<file path="src/rtl/ram_port_master.sv">
// CPU-to-RAM port master: it takes one request at a time, issues the RAM command, waits for
// read data and returns a one-cycle completion. A timeout per phase ends the transaction with an error.
module ram_port_master #(
    parameter int unsigned ADDR_W  = 24,
    parameter int unsigned DATA_W  = 16,
    parameter int unsigned TIMEOUT = 255
) (
    input  logic              clk,
    input  logic              rst,
    input  logic              req_valid,
    input  logic              req_we,
    input  logic [ADDR_W-1:0] req_addr,
    input  logic [DATA_W-1:0] req_wdata,
    output logic              req_ready,
    output logic              resp_valid,
    output logic [DATA_W-1:0] resp_data,
    output logic              resp_err,
    output logic [ADDR_W-1:0] ram_addr,
    output logic [DATA_W-1:0] ram_wr_data,
    output logic              ram_wr_en,
    output logic              ram_rd_en,
    input  logic              ram_busy,
    input  logic              ram_rd_ready,
    input  logic              ram_rd_ack,
    input  logic [DATA_W-1:0] ram_rd_data
);

    localparam int unsigned CNT_W = 8;
    localparam logic [CNT_W-1:0] CNT_LIMIT = CNT_W'(TIMEOUT);

    localparam logic [1:0] IDLE    = 2'd0;
    localparam logic [1:0] ISSUE   = 2'd1;
    localparam logic [1:0] WAIT_RD = 2'd2;
    localparam logic [1:0] RESP    = 2'd3;

    logic [1:0]        state_q, state_d;
    logic [CNT_W-1:0]  cnt_q, cnt_d;
    logic [ADDR_W-1:0] ram_addr_q, ram_addr_d;
    logic [DATA_W-1:0] ram_wr_data_q, ram_wr_data_d;
    logic              ram_wr_en_q, ram_wr_en_d;
    logic              ram_rd_en_q, ram_rd_en_d;
    logic              req_ready_q, req_ready_d;
    logic              resp_valid_q, resp_valid_d;
    logic              resp_err_q, resp_err_d;
    logic [DATA_W-1:0] resp_data_q, resp_data_d;

    logic [CNT_W-1:0]  cnt_inc_c;
    logic              timeout_c;

    assign cnt_inc_c = cnt_q + CNT_W'(1);
    assign timeout_c = (cnt_inc_c == CNT_LIMIT);

    // State and output registers
    always_ff @(posedge clk or posedge rst) begin
        if (rst) begin
            state_q       <= IDLE;
            cnt_q         <= '0;
            ram_addr_q    <= '0;
            ram_wr_data_q <= '0;
            ram_wr_en_q   <= 1'b0;
            ram_rd_en_q   <= 1'b0;
            req_ready_q   <= 1'b0;
            resp_valid_q  <= 1'b0;
            resp_err_q    <= 1'b0;
            resp_data_q   <= '0;
        end else begin
            state_q       <= state_d;
            cnt_q         <= cnt_d;
            ram_addr_q    <= ram_addr_d;
            ram_wr_data_q <= ram_wr_data_d;
            ram_wr_en_q   <= ram_wr_en_d;
            ram_rd_en_q   <= ram_rd_en_d;
            req_ready_q   <= req_ready_d;
            resp_valid_q  <= resp_valid_d;
            resp_err_q    <= resp_err_d;
            resp_data_q   <= resp_data_d;
        end
    end

    // Next-state and next-output logic; outputs are computed for the state being entered
    always_comb begin
        state_d       = state_q;
        cnt_d         = cnt_q;
        ram_addr_d    = ram_addr_q;
        ram_wr_data_d = ram_wr_data_q;
        ram_wr_en_d   = ram_wr_en_q;
        ram_rd_en_d   = ram_rd_en_q;
        req_ready_d   = req_ready_q;
        resp_valid_d  = 1'b0;
        resp_err_d    = resp_err_q;
        resp_data_d   = resp_data_q;

        case (state_q)
            IDLE: begin
                req_ready_d = 1'b1;
                // req_ready_q gates acceptance so the cycle right after reset does not take a request
                if (req_valid && req_ready_q) begin
                    ram_addr_d    = req_addr;
                    ram_wr_data_d = req_wdata;
                    ram_wr_en_d   = req_we;
                    ram_rd_en_d   = !req_we;
                    req_ready_d   = 1'b0;
                    cnt_d         = '0;
                    state_d       = ISSUE;
                end
            end

            ISSUE: begin
                if (ram_wr_en_q && !ram_busy) begin
                    ram_wr_en_d  = 1'b0;
                    resp_data_d  = '0;
                    resp_err_d   = 1'b0;
                    resp_valid_d = 1'b1;
                    state_d      = RESP;
                end else if (ram_rd_en_q && (!ram_busy || ram_rd_ack)) begin
                    ram_rd_en_d = 1'b0;
                    if (ram_rd_ready) begin
                        resp_data_d  = ram_rd_data;
                        resp_err_d   = 1'b0;
                        resp_valid_d = 1'b1;
                        state_d      = RESP;
                    end else begin
                        cnt_d   = '0;
                        state_d = WAIT_RD;
                    end
                end else if (timeout_c) begin
                    ram_wr_en_d  = 1'b0;
                    ram_rd_en_d  = 1'b0;
                    resp_data_d  = '0;
                    resp_err_d   = 1'b1;
                    resp_valid_d = 1'b1;
                    state_d      = RESP;
                end else begin
                    cnt_d = cnt_inc_c;
                end
            end

            WAIT_RD: begin
                if (ram_rd_ready) begin
                    resp_data_d  = ram_rd_data;
                    resp_err_d   = 1'b0;
                    resp_valid_d = 1'b1;
                    state_d      = RESP;
                end else if (timeout_c) begin
                    resp_data_d  = '0;
                    resp_err_d   = 1'b1;
                    resp_valid_d = 1'b1;
                    state_d      = RESP;
                end else begin
                    cnt_d = cnt_inc_c;
                end
            end

            RESP: begin
                resp_err_d  = 1'b0;
                req_ready_d = 1'b1;
                state_d     = IDLE;
            end

            default: begin
                state_d = IDLE;
            end
        endcase
    end

    assign req_ready   = req_ready_q;
    assign resp_valid  = resp_valid_q;
    assign resp_data   = resp_data_q;
    assign resp_err    = resp_err_q;
    assign ram_addr    = ram_addr_q;
    assign ram_wr_data = ram_wr_data_q;
    assign ram_wr_en   = ram_wr_en_q;
    assign ram_rd_en   = ram_rd_en_q;

endmodule

</file>
<file path="config.mk">
export PLATFORM = sky130hd
export DESIGN_NAME = ram_port_master
export DESIGN_NICKNAME = d
export VERILOG_FILES = /design/src/rtl/ram_port_master.sv
export SDC_FILE = /design/constraint.sdc
export NUM_CORES = 1
export LEC_CHECK = 0
export ABC_AREA = 1
export ABC_CLOCK_PERIOD_IN_PS = 2400
export BUFFER_PORTS_ARGS = -buffer_cell sky130_fd_sc_hd__buf_2
export CAP_MARGIN = 25
export CELL_PAD_IN_SITES_DETAIL_PLACEMENT = 0
export CELL_PAD_IN_SITES_GLOBAL_PLACEMENT = 2
export CORE_AREA = 2 2 111 113
export DETAILED_ROUTE_END_ITERATION = 10
export DIE_AREA = 0 0 113 115
export PLACE_DENSITY = 0.79
export SLEW_MARGIN = 20
export SYNTH_ARGS = -nofsm -noshare
export SYNTH_HDL_FRONTEND = slang
export SYNTH_SLANG_ARGS = --single-unit
</file>
<file path="constraint.sdc">
create_clock -name clk -period 2.4 [get_ports clk]
set_input_delay 0.24 -clock clk [delete_from_list [all_inputs] [get_ports clk]]
set_output_delay 0.24 -clock clk [all_outputs]
set_load 0.005 [all_outputs]
</file>
==> metrics.yaml, run 1 <==
cells_and_area:
  final_util: 0.373
  regArea_um2: 1780
  fill_cells: 1228
  nets: 537
  drive_gt1_frac: 0.410
  synthToLayoutAreaGrowth_pct: 32.4
  final_common_cell: "buf_2"
  diodes: 0
  design_area_um2: 4400
  multi_input_comb_area_um2: 1390
  layout_common_cells: "buf_2 (123), nand2_1 (97), dfrtp_1 (71)"
floorplan:
  die_w_um: 113
  start_util: 0.281
  core_area_um2: 11800
  die_y_um: 115
  die_area_um2: 13000
  rows: 40
  ios: 124
timing:
  setup_slack_ps: 219
  finalClockSkew_ps: 3.79
  tightest_slew_ps: 392
  grt_setup_unrepaired: "no"
  timing.fmax_mhz: 458
  setup_violations: 0
  timing.final.crit_share: 0.909
  finalHoldViolations: 0
  slew_headroom: 0.739
  period_needed_ps: 2180
  final.setup.tns_ps: 0
  drv_slew: 0
  whs_ps: 100
detailed_routing:
  dr.pass1.iters: 7
  antenna_left: 0
  route.final.wire_length_um: 8410
  drc_errors: 3
  dr_total_vias: 2747
  routedWlPerCell_um: 13.6
  vias_per_cell: 4.44
  drt_iter0_drc: 113
synth:
  syn_area_um2: 3320
  synth_edf_count: 0
  synthArstFlopShare: 1.00
  yosysWarnings: 0
  yosys_most_used_dff: "dfrtp_1"
  ys_types: 33
  synth_nets: 407
  synth_area_per_cell_um2: 9.86
  seq_area_frac_synth: 0.535
  synth_cells: 337
  synth_seq_cells: 71
global_routing:
  grt_usage: 0.129
  antenna_found_initial: 0
  grt_pass1_wl_um: 13100
  grt_pass1_vias: 2629
  grt_remaining_overflow: 0
  grt_max_degree: 72
worst_setup_path:
  required_ps: 2620
  path_class: "reg -> reg"
  regToRegSetupSlack_ps: 220
  crit_chain: "ha_1, nand2_2, inv_1, nor2_1, nand3_1, nor2_1, nand3_4, a21oi_4, inv_2, nand2_1, nand2_1"
  critPathCaptureType: "flop"
  r2r_start: "cnt_q[0]"
  critPathLaunch: "cnt_q[0]"
  worst_r2r_endpoint: "resp_data[2]"
  cp_slowest_cell: "dfrtp_1"
  ff2ff_path_depth: 11
  cp_max_fo: 14
  arrival_ps: 2400
  slowest_delay_ps: 430
  worstSetupStartpointType: "flop"
min_path:
  whs_path_depth: 3
  holdPathEnd: "resp_data[11]"
  hold_start: "ram_rd_data[11]"
  hold_class: "in -> reg"
clocking:
  cts_tree: "yes"
  post_cts_resized: 0
  insertion_delay_ps: 330
  htreeDepth: 3
  root_buffer: "clkbuf_16"
  cts_buffers: 9
  clk_path_buf_depth: 2
  clkSinkCount: 71
  clkTransAtPathRegs_ps: 60
placement:
  placed_cell_area_um2: 4120
  io_buffer_count: 123
  place_hpwl_um: 6000
  place_ws_ps: 249
  gp_congestion: 0.770
power_and_ir_drop:
  p_leak_nw: 2.32
  powerDensity_nw_per_um2: 1290
  ir_worst_vdd_mv: 0.586
outcome:
  violations: "design-rule violations"
  status: "finished, violations left"
run:
  maxCapViolCount: 0
==> sequential cells by signal, indices dropped and copies added, names as in the netlist <==
signal       flops
cnt_q            8
ram_addr        24
ram_rd_en        1
ram_wr_data     16
ram_wr_en        1
req_ready        1
resp_data       16
resp_err         1
resp_valid       1
state_q          2
==> synthesized netlist by cell type, types with 3 or more instances <==
master    count  area (um2)
a22oi_1       3        22.5
nor2_1       12        45.0
dfrtp_1      71        1780
nand3_1      33         165
o21ai_0       4        20.0
inv_1        28         105
nand4_1       5        31.3
nand2_1      98         368
clkbuf_1      6        22.5
a21oi_1       4        20.0
mux2_2       40         450
ha_1          7        87.6
==> repair_timing <==
action | in CTS | in global routing
hold buffers | 1 | 0
setup endpoints to repair | 0 | 1
setup buffers | 0 | 0
hold endpoints to repair | 6 | 0
==> report_power, final <==
group          leakage, nW  internal [mW]  switching (mW)
sequential           0.852           1.75           0.315
clock                0.123          0.694           0.496
combinational         1.34           1.15            1.28
total                 2.32           3.59            2.09
==> logic make-up after synthesis <==
kind of cell             share of synthesized area
AO/OA/AOI/OAI                               0.0512
adder cells (fa/ha/maj)                     0.0264
buffers and inverters                       0.0501
flip-flops                                   0.535
multiplexers                                 0.136
AND/OR/NAND/NOR                              0.202
==> layer usage <==
metal | wire length (um) | global-route usage | part of all wire
met5 | 0 | 0 | 0
met4 | 267 | 0.0642 | 0.032
met3 | 383 | 0.0385 | 0.046
met2 | 4050 | 0.199 | 0.48
met1 | 3700 | 0.165 | 0.44
==> critical path, delay by kind of cell (launching register included) <==
| family | cells | cell delay [ps] |
|---|---|---|
| AO/OA/AOI/OAI | 1 | 200 |
| flip-flops | 1 | 430 |
| AND/OR/NAND/NOR | 7 | 980 |
| adder cells (fa/ha/maj) | 1 | 280 |
| buffers and inverters | 2 | 180 |
==> area by class of cell <==
class,instances,share of cell area
Clock buffer,12,0.0537
Clock inverter,3,0.00483
Inverter,29,0.0247
Multi-Input combinational cell,228,0.316
Sequential cell,71,0.404
Tap cell,147,0.0418
Timing Repair Buffer,128,0.155
==> through the flow <==
stage | instances | power, mW
2_1_floorplan | 337 | 3.60
6_report | 618 | 5.68
4_1_cts | 617 | 5.77
3_5_place_dp | 601 | 4.55
5_1_grt | 618 | 6.19
3_3_place_gp | 601 | 4.51
==> how the worst max path moves through the flow <==
stage	cells after the start	to
floorplan	1	cnt_q[0]
finish	11	resp_data[2]
CTS	11	resp_data[11]
global placement	9	resp_data[3]
detailed placement	11	resp_data[5]
global route	12	resp_data[2]
Power figures use the tool's default switching activity.
==> inputs of run 2 (changes only) <==
--- a/config.mk
+++ b/config.mk
@@ -15,6 +15,8 @@
 export DETAILED_ROUTE_END_ITERATION = 10
 export DIE_AREA = 0 0 113 115
 export PLACE_DENSITY = 0.79
+export RECOVER_POWER = 25
+export SETUP_SLACK_MARGIN = 0.5
 export SLEW_MARGIN = 20
 export SYNTH_ARGS = -nofsm -noshare
 export SYNTH_HDL_FRONTEND = slang
==> metrics.yaml, run 2 (synthesis results as in run 1) <==
clocking:
  cts_tree: "yes"
  clkSinkCount: 71  # unchanged
  clkTransAtPathRegs_ps: 60  # about the same
  root_buffer: "clkbuf_16"
  insertion_delay_ps: 340  # about the same
  htreeDepth: 3  # unchanged
  clk_path_buf_depth: 2  # unchanged
  cts_buffers: 9  # unchanged
cells_and_area:
  drive_gt1_frac: 0.454  # +0.0442
  nets: 543  # +1.1%
  final_common_cell: "buf_2"
  instances_no_fill: 625  # +1.1%
  largest_reg_flops: 24  # unchanged
  diodes: 0  # unchanged
  layout_common_cells: "buf_2 (123), nand2_1 (93), dfrtp_1 (69)"
  fill_cells: 1225  # -0.24%
  regArea_um2: 1780  # +0.14%
  synthToLayoutAreaGrowth_pct: 37.5
  multi_input_comb_area_um2: 1490  # +6.8%
timing:
  period_needed_ps: 1840  # -341 ps
  timing.fmax_mhz: 543  # +19%
  timing.final.crit_share: 0.767  # -0.142
  finalClockSkew_ps: 5.48  # +1.69 ps
  setup_slack_ps: 560  # +341 ps
  whs_ps: 104  # +3.80 ps
  drv_slew: 32  # +32
  final.setup.tns_ps: 0  # unchanged
  slew_headroom: -0.0481  # -0.787
  finalHoldViolations: 0  # unchanged
  tightest_slew_ps: 1560  # +1170 ps
  setup_violations: 0  # unchanged
  grt_setup_unrepaired: "yes"
placement:
  place_ws_ps: 207  # -41.6 ps
  place_hpwl_um: 6210  # +3.4%
  dpl.cell_count: 601  # unchanged
  io_buffer_count: 123  # unchanged
  gp_congestion: 0.785  # +1.9%
worst_setup_path:
  ff2ff_path_depth: 11  # unchanged
  critPathCaptureType: "flop"
  r2r_start: "cnt_q[1]"
  regToRegSetupSlack_ps: 560  # +340 ps
  path_class: "reg -> reg"
  cp_max_fo: 14  # unchanged
  worst_r2r_endpoint: "resp_data[4]"
  arrival_ps: 2060  # -340 ps
  worstSetupStartpointType: "flop"
  required_ps: 2620  # about the same
min_path:
  hold_class: "in -> reg"
  holdPathEnd: "resp_data[8]"
  whs_path_depth: 3  # unchanged
  hold_start: "ram_rd_data[8]"
floorplan:
  rows: 40  # unchanged
  ios: 124  # unchanged
  die_area_um2: 13000  # unchanged
  die_w_um: 113  # unchanged
  core_area_um2: 11800  # unchanged
  start_util: 0.281  # unchanged
  die_y_um: 115  # unchanged
outcome:
  violations: "design-rule violations, max-capacitance violations, max-slew violations"
  status: "finished, violations left"
detailed_routing:
  routedWlPerCell_um: 13.9  # +2.3%
  antenna_left: 0  # unchanged
  route.final.wire_length_um: 8690  # +3.4%
  dr.pass1.iters: 7  # unchanged
  vias_per_cell: 4.51  # +1.4%
  dr_total_vias: 2818  # +2.6%
  drt_iter0_drc: 128  # +13%
  drc_errors: 5  # +2
power_and_ir_drop:
  p_sw_mw: 2.16  # +3.3%
  switching_share: 0.365  # -0.00275
  p_leak_nw: 2.36  # +1.8%
  powerDensity_nw_per_um2: 1290  # +0.20%
  combinationalPowerShare: 0.428  # about the same
  seqPwrFrac: 0.349  # -0.015
  internal_power_mw: 3.75  # +4.5%
  ir_worst_vdd_mv: 0.448  # -23%
  clkPwrFrac: 0.222  # +0.012
  totalPowerFinal_mw: 5.91  # +4.1%
global_routing:
  grt_pass1_vias: 2796  # +6.4%
  grt_remaining_overflow: 0  # unchanged
  use_met2: 0.223  # +0.0240
  grt_max_degree: 41  # -43%
  met1_usage: 0.169  # +0.00375
  grt_pass1_wl_um: 13700  # +4.7%
  antenna_found_initial: 0  # unchanged
  grt-busiest-layer: "met2"
  use_met3: 0.0416  # +0.00316
  grt_usage: 0.134  # +0.00552
run:
  maxCapViolCount: 1  # +1
run 2: changes by cell type in the layout (fill, tap and decap cells not counted), sizes merged:
| cell | before | now |
|---|---|---|
| bufinv | 0 | 1 |
| dlygate4sd3 | 1 | 0 |
| clkbuf | 12 | 11 |
| inv | 29 | 28 |
| clkinvlp | 1 | 3 |
| buf | 127 | 133 |
| nand3 | 36 | 37 |
run 2: cell type report:
cell class,count,share of cell area
clock buffer,11,0.0509
clock inverter,5,0.0129
inverter,29,0.0246
multi-input combinational,229,0.325
sequential,71,0.389
tap,147,0.0402
timing repair buffer,133,0.157
run 2: repair_timing:
| action | in CTS | in global routing |
|---|---|---|
| pin swaps | 2 | 5 |
| setup buffers | 4 | 2 |
| gates cloned | 1 | 1 |
| setup endpoints to repair | 30 | 29 |
| gates resized for setup | 9 | 16 |
| hold buffers | 0 | 0 |
run 2: how the worst max path moves through the flow:
stage / start / to / slack, ps / cells past startpoint
after detailed placement: cnt_q[0] / resp_data[3] / 210 / 11
final: cnt_q[1] / resp_data[4] / 560 / 11
after global placement: cnt_q[0] / resp_data[3] / 230 / 11
after global routing: cnt_q[0] / resp_data[7] / 430 / 11
after CTS: cnt_q[1] / resp_data[13] / 540 / 12
after floorplan: state_q[1] / resp_data[11] / 620 / 10
run 2: power by group through the flow:
| stage | Sequential [mW] | Combinational (mW) | Clock [mW] |
|---|---|---|---|
| finish | 2.07 | 2.53 | 1.32 |
| detailed placement | 2.09 | 2.46 | 0 |
| CTS | 2.06 | 2.53 | 1.35 |
| floorplan | 2.11 | 1.48 | 0 |
| global placement | 2.07 | 2.44 | 0 |
| global route | 2.14 | 2.86 | 1.40 |
run 2: layer usage:
| layer | vias to the layer above | wire (um) | share of wire |
|---|---|---|---|
| li1 | 1388 | - | - |
| met1 | 1342 | 3650 | 0.42 |
| met2 | 74 | 4400 | 0.51 |
| met3 | 14 | 524 | 0.060 |
| met4 | 0 | 127 | 0.015 |
| met5 | - | 0 | 0 |
run 2: critical path, stage by stage, from the launching register on:
cell     delay, ps
dfrtp_1        410
ha_4           190
nand2_2         90
inv_1           60
nor2_2         140
nand3_2        130
nor2_4         130
nand3_4        150
a21oi_4        220
inv_4          110
nand2_1         70
nand2_1         40
run 2: metrics by stage:
| stage | cell area (um2) | utilization |
|---|---|---|
| floorplan | 3330 | - |
| global placement | 4120 | 0.349 |
| detailed placement | 4120 | 0.349 |
| CTS | 4490 | 0.380 |
| global route | 4570 | 0.387 |
| finish | 4570 | 0.387 |
==> inputs of run 3 (changes only) <==
--- a/config.mk
+++ b/config.mk
@@ -5,16 +5,16 @@
 export SDC_FILE = /design/constraint.sdc
 export NUM_CORES = 1
 export LEC_CHECK = 0
-export ABC_AREA = 1
-export ABC_CLOCK_PERIOD_IN_PS = 2400
+export ABC_AREA = 0
+export ABC_CLOCK_PERIOD_IN_PS = 1500
 export BUFFER_PORTS_ARGS = -buffer_cell sky130_fd_sc_hd__buf_2
 export CAP_MARGIN = 25
 export CELL_PAD_IN_SITES_DETAIL_PLACEMENT = 0
 export CELL_PAD_IN_SITES_GLOBAL_PLACEMENT = 2
-export CORE_AREA = 2 2 111 113
+export CORE_AREA = 2 2 113 115
 export DETAILED_ROUTE_END_ITERATION = 10
-export DIE_AREA = 0 0 113 115
-export PLACE_DENSITY = 0.79
+export DIE_AREA = 0 0 115 117
+export PLACE_DENSITY = 0.76
 export RECOVER_POWER = 25
 export SETUP_SLACK_MARGIN = 0.5
 export SLEW_MARGIN = 20
==> constraint.sdc (replaced) <==
create_clock -name clk -period 1.5 [get_ports clk]
set_input_delay 0.15 -clock clk [delete_from_list [all_inputs] [get_ports clk]]
set_output_delay 0.15 -clock clk [all_outputs]
set_load 0.005 [all_outputs]
==> metrics.yaml, run 3 <==
synth:
  synth_seq_cells: 71  # unchanged
  synth_edf_count: 0  # unchanged
  yosysWarnings: 0  # unchanged
  yosys-top-cells-count: "dfrtp_1 (71), mux2_2 (40), nand2_1 (35)"
  synth_nets: 349  # -14%
  synth_area_per_cell_um2: 11.7  # +19%
  synth_cells: 279  # -17%
  synth_top_cell_by_area: "dfrtp_1"
  synthArstFlopShare: 1.00  # unchanged
  yosysMostFrequentCell: "dfrtp_1"
  ys_types: 44  # +33%
  syn_area_um2: 3260  # -1.8%
  synth_top_area_share: 0.545  # +0.0100
  netlist_top_cells_area: "dfrtp_1 (54%), mux2_2 (14%), nand2_1 (4.0%)"
  yosys_most_used_dff: "dfrtp_1"
  seq_area_frac_synth: 0.545  # +0.0100
placement:
  gp_congestion: 0.811  # +3.3%
  placed_cell_area_um2: 4590  # +11%
  dpl.cell_count: 592  # -1.5%
  place_hpwl_um: 6400  # +3.1%
  io_buffer_count: 123  # unchanged
timing:
  finalHoldViolations: 0  # unchanged
  timing.final.crit_share: 1.37  # +0.599
  final.setup.tns_ps: -28340  # -28340 ps
  timing.fmax_mhz: 488  # -10%
  drv_slew: 0  # -100%
  period_needed_ps: 2050  # +208 ps
  setup_slack_ps: -548  # -1110 ps
  slew_headroom: 0.392  # +0.440
  tightest_slew_ps: 913  # -651 ps
  setup_violations: 70  # +70
  finalClockSkew_ps: 4.84  # -0.639 ps
  grt_setup_unrepaired: "yes"
outcome:
  status: "finished, violations left"
  violations: "negative setup slack"
worst_setup_path:
  arrival_ps: 2280  # +220 ps
  slowest_delay_ps: 420  # about the same
  ff2ff_path_depth: 7  # -4
  worst_r2r_endpoint: "cnt_q[6]"
  cp_slowest_cell: "dfrtp_1"
  r2r_start: "state_q[0]"
  worstSetupStartpointType: "flop"
  cp_max_fo: 7  # -7
  regToRegSetupSlack_ps: -550  # -1110 ps
  path_class: "reg -> reg"
  required_ps: 1730  # -890 ps
  critPathCaptureType: "flop"
  crit_chain: "ha_4, and3b_2, a221o_1, or3_4, buf_6, nand2b_4, o41ai_2"
min_path:
  hold_class: "in -> reg"
  whs_path_depth: 3  # unchanged
  holdPathEnd: "resp_data[9]"
  hold_start: "ram_rd_data[9]"
cells_and_area:
  diodes: 0  # unchanged
  synthToLayoutAreaGrowth_pct: 87.1
  nets: 600  # +10%
  instances_no_fill: 685  # +9.6%
  drive_gt1_frac: 0.679  # +0.225
  final_common_cell: "buf_2"
  layout_common_cells: "buf_2 (118), buf_4 (87), dfrtp_1 (69)"
  largest_reg_flops: 24  # unchanged
  fill_cells: 1157  # -5.6%
  design_area_um2: 6100  # +34%
clocking:
  clk_path_buf_depth: 2  # unchanged
  cts_tree: "yes"
  insertion_delay_ps: 330  # about the same
  cts_buffers: 9  # unchanged
  clkSinkCount: 71  # unchanged
  htreeDepth: 3  # unchanged
  root_buffer: "clkbuf_16"
  clkTransAtPathRegs_ps: 60  # about the same
floorplan:
  ios: 124  # unchanged
  die_area_um2: 13500  # +3.5%
  die_w_um: 115  # +1.8%
  start_util: 0.265  # -0.0164
  die_y_um: 117  # +1.7%
  rows: 41  # +2.5%
  core_area_um2: 12300  # +4.2%
power_and_ir_drop:
  clkPwrFrac: 0.171  # -0.051
  p_sw_mw: 4.09  # +90%
  combinationalPowerShare: 0.579  # +0.151
  switching_share: 0.321  # -0.0444
  p_leak_nw: 3.05  # +29%
  internal_power_mw: 8.67  # +130%
  powerDensity_nw_per_um2: 2090  # +62%
  seqPwrFrac: 0.251  # -0.098
  ir_worst_vdd_mv: 0.929  # +110%
detailed_routing:
  dr_total_vias: 3112  # +10%
  drc_errors: 0  # -5
  drt_iter0_drc: 106  # -17%
  vias_per_cell: 4.54  # +0.76%
  dr.pass1.iters: 4  # -3
  route.final.wire_length_um: 10500  # +21%
  antenna_left: 0  # unchanged
  routedWlPerCell_um: 15.3  # +10%
global_routing:
  grt_usage: 0.154  # +0.0195
  antenna_found_initial: 0  # unchanged
  grt_remaining_overflow: 0  # unchanged
  grt_pass1_vias: 3087  # +10%
  grt_max_degree: 72  # +76%
  grt_pass1_wl_um: 15900  # +16%
run:
  maxCapViolCount: 0  # -1
==> run 3: cell count changes in the layout (fill, tap and decap cells not counted), sizes merged, moves of 5 or more <==
cell | before | now
nand2b | 0 | 5
a22o | 0 | 5
o21ai | 6 | 11
nor2 | 14 | 6
inv | 28 | 20
buf | 133 | 249
o221ai | 0 | 13
nand2 | 100 | 35
nand3 | 37 | 6
==> run 3: layer usage <==
metal  routed length [um]  GRT usage  vias up
met3                  501     0.0381       15
met2                 5100      0.249       80
met4                  129     0.0530        0
li1                     -          -     1508
met5                    0          0        -
met1                 4750      0.201     1509
==> run 3: worst max-delay path: cells and delay by family (launching register included) <==
| kind | cells | cell delay (ps) |
|---|---|---|
| compound gates | 2 | 480 |
| fa+ha+maj | 1 | 180 |
| buf+inv | 1 | 140 |
| flops | 1 | 420 |
| simple gates | 3 | 720 |
==> run 3: cells by family (layout without fill, tap and decap cells) <==
kind of cell	after synthesis	after routing	synth area share
flops	71	71	0.545
simple gates	65	65	0.0963
compound gates	61	61	0.143
mux	41	41	0.141
buf+inv	33	289	0.0449
fa+ha+maj	7	7	0.0268
xor+xnor	1	1	0.00269
==> run 3: final cells by class <==
cell class	count	area (um2)	share of cell area
Multi-Input combinational cell	175	1810	0.297
Sequential cell	71	1780	0.292
Tap cell	150	188	0.0308
Timing Repair Buffer	253	1950	0.319
Clock buffer	11	243	0.0398
Clock inverter	5	56.3	0.00923
Inverter	20	78.8	0.0129
==> run 3: worst max-delay path by stage <==
stage	slack, ps	from	depth (start not counted)	endpoint
final	-550	state_q[0]	7	cnt_q[6]
after global routing	-640	state_q[1]	7	cnt_q[0]
after CTS	-540	state_q[0]	7	cnt_q[6]
after detailed placement	-610	state_q[1]	8	cnt_q[4]
after global placement	-530	state_q[1]	8	cnt_q[6]
after floorplan	-720	state_q[1]	9	cnt_q[3]
==> run 3: power by group through the flow <==
stage	registers [mW]	clock network, mW	logic [mW]
2_1_floorplan	3.27	0	2.57
3_3_place_gp	3.16	0	4.55
3_5_place_dp	3.21	0	4.61
4_1_cts	3.20	2.24	6.40
5_1_grt	3.29	2.35	7.98
6_report	3.20	2.18	7.38
==> run 3: repair_timing <==
| action | CTS | global route |
|---|---|---|
| hold buffers | 1 | 0 |
| setup buffers | 32 | 36 |
| resized for setup | 87 | 36 |
| endpoints found under the setup margin | 112 | 132 |
| hold endpoints to repair | 71 | 0 |
| pin swaps | 19 | 9 |
| gates cloned | 7 | 1 |
==> run 3: metrics by stage <==
stage	hold WS [ps]	util	setup slack (ps)	power [mW]
after floorplan	273	-	-719	5.84
after global placement	294	0.373	-531	7.71
after detailed placement	295	0.373	-609	7.81
after CTS	18.6	0.464	-541	11.8
after global routing	27.7	0.496	-642	13.6
final	31.2	0.496	-548	12.8
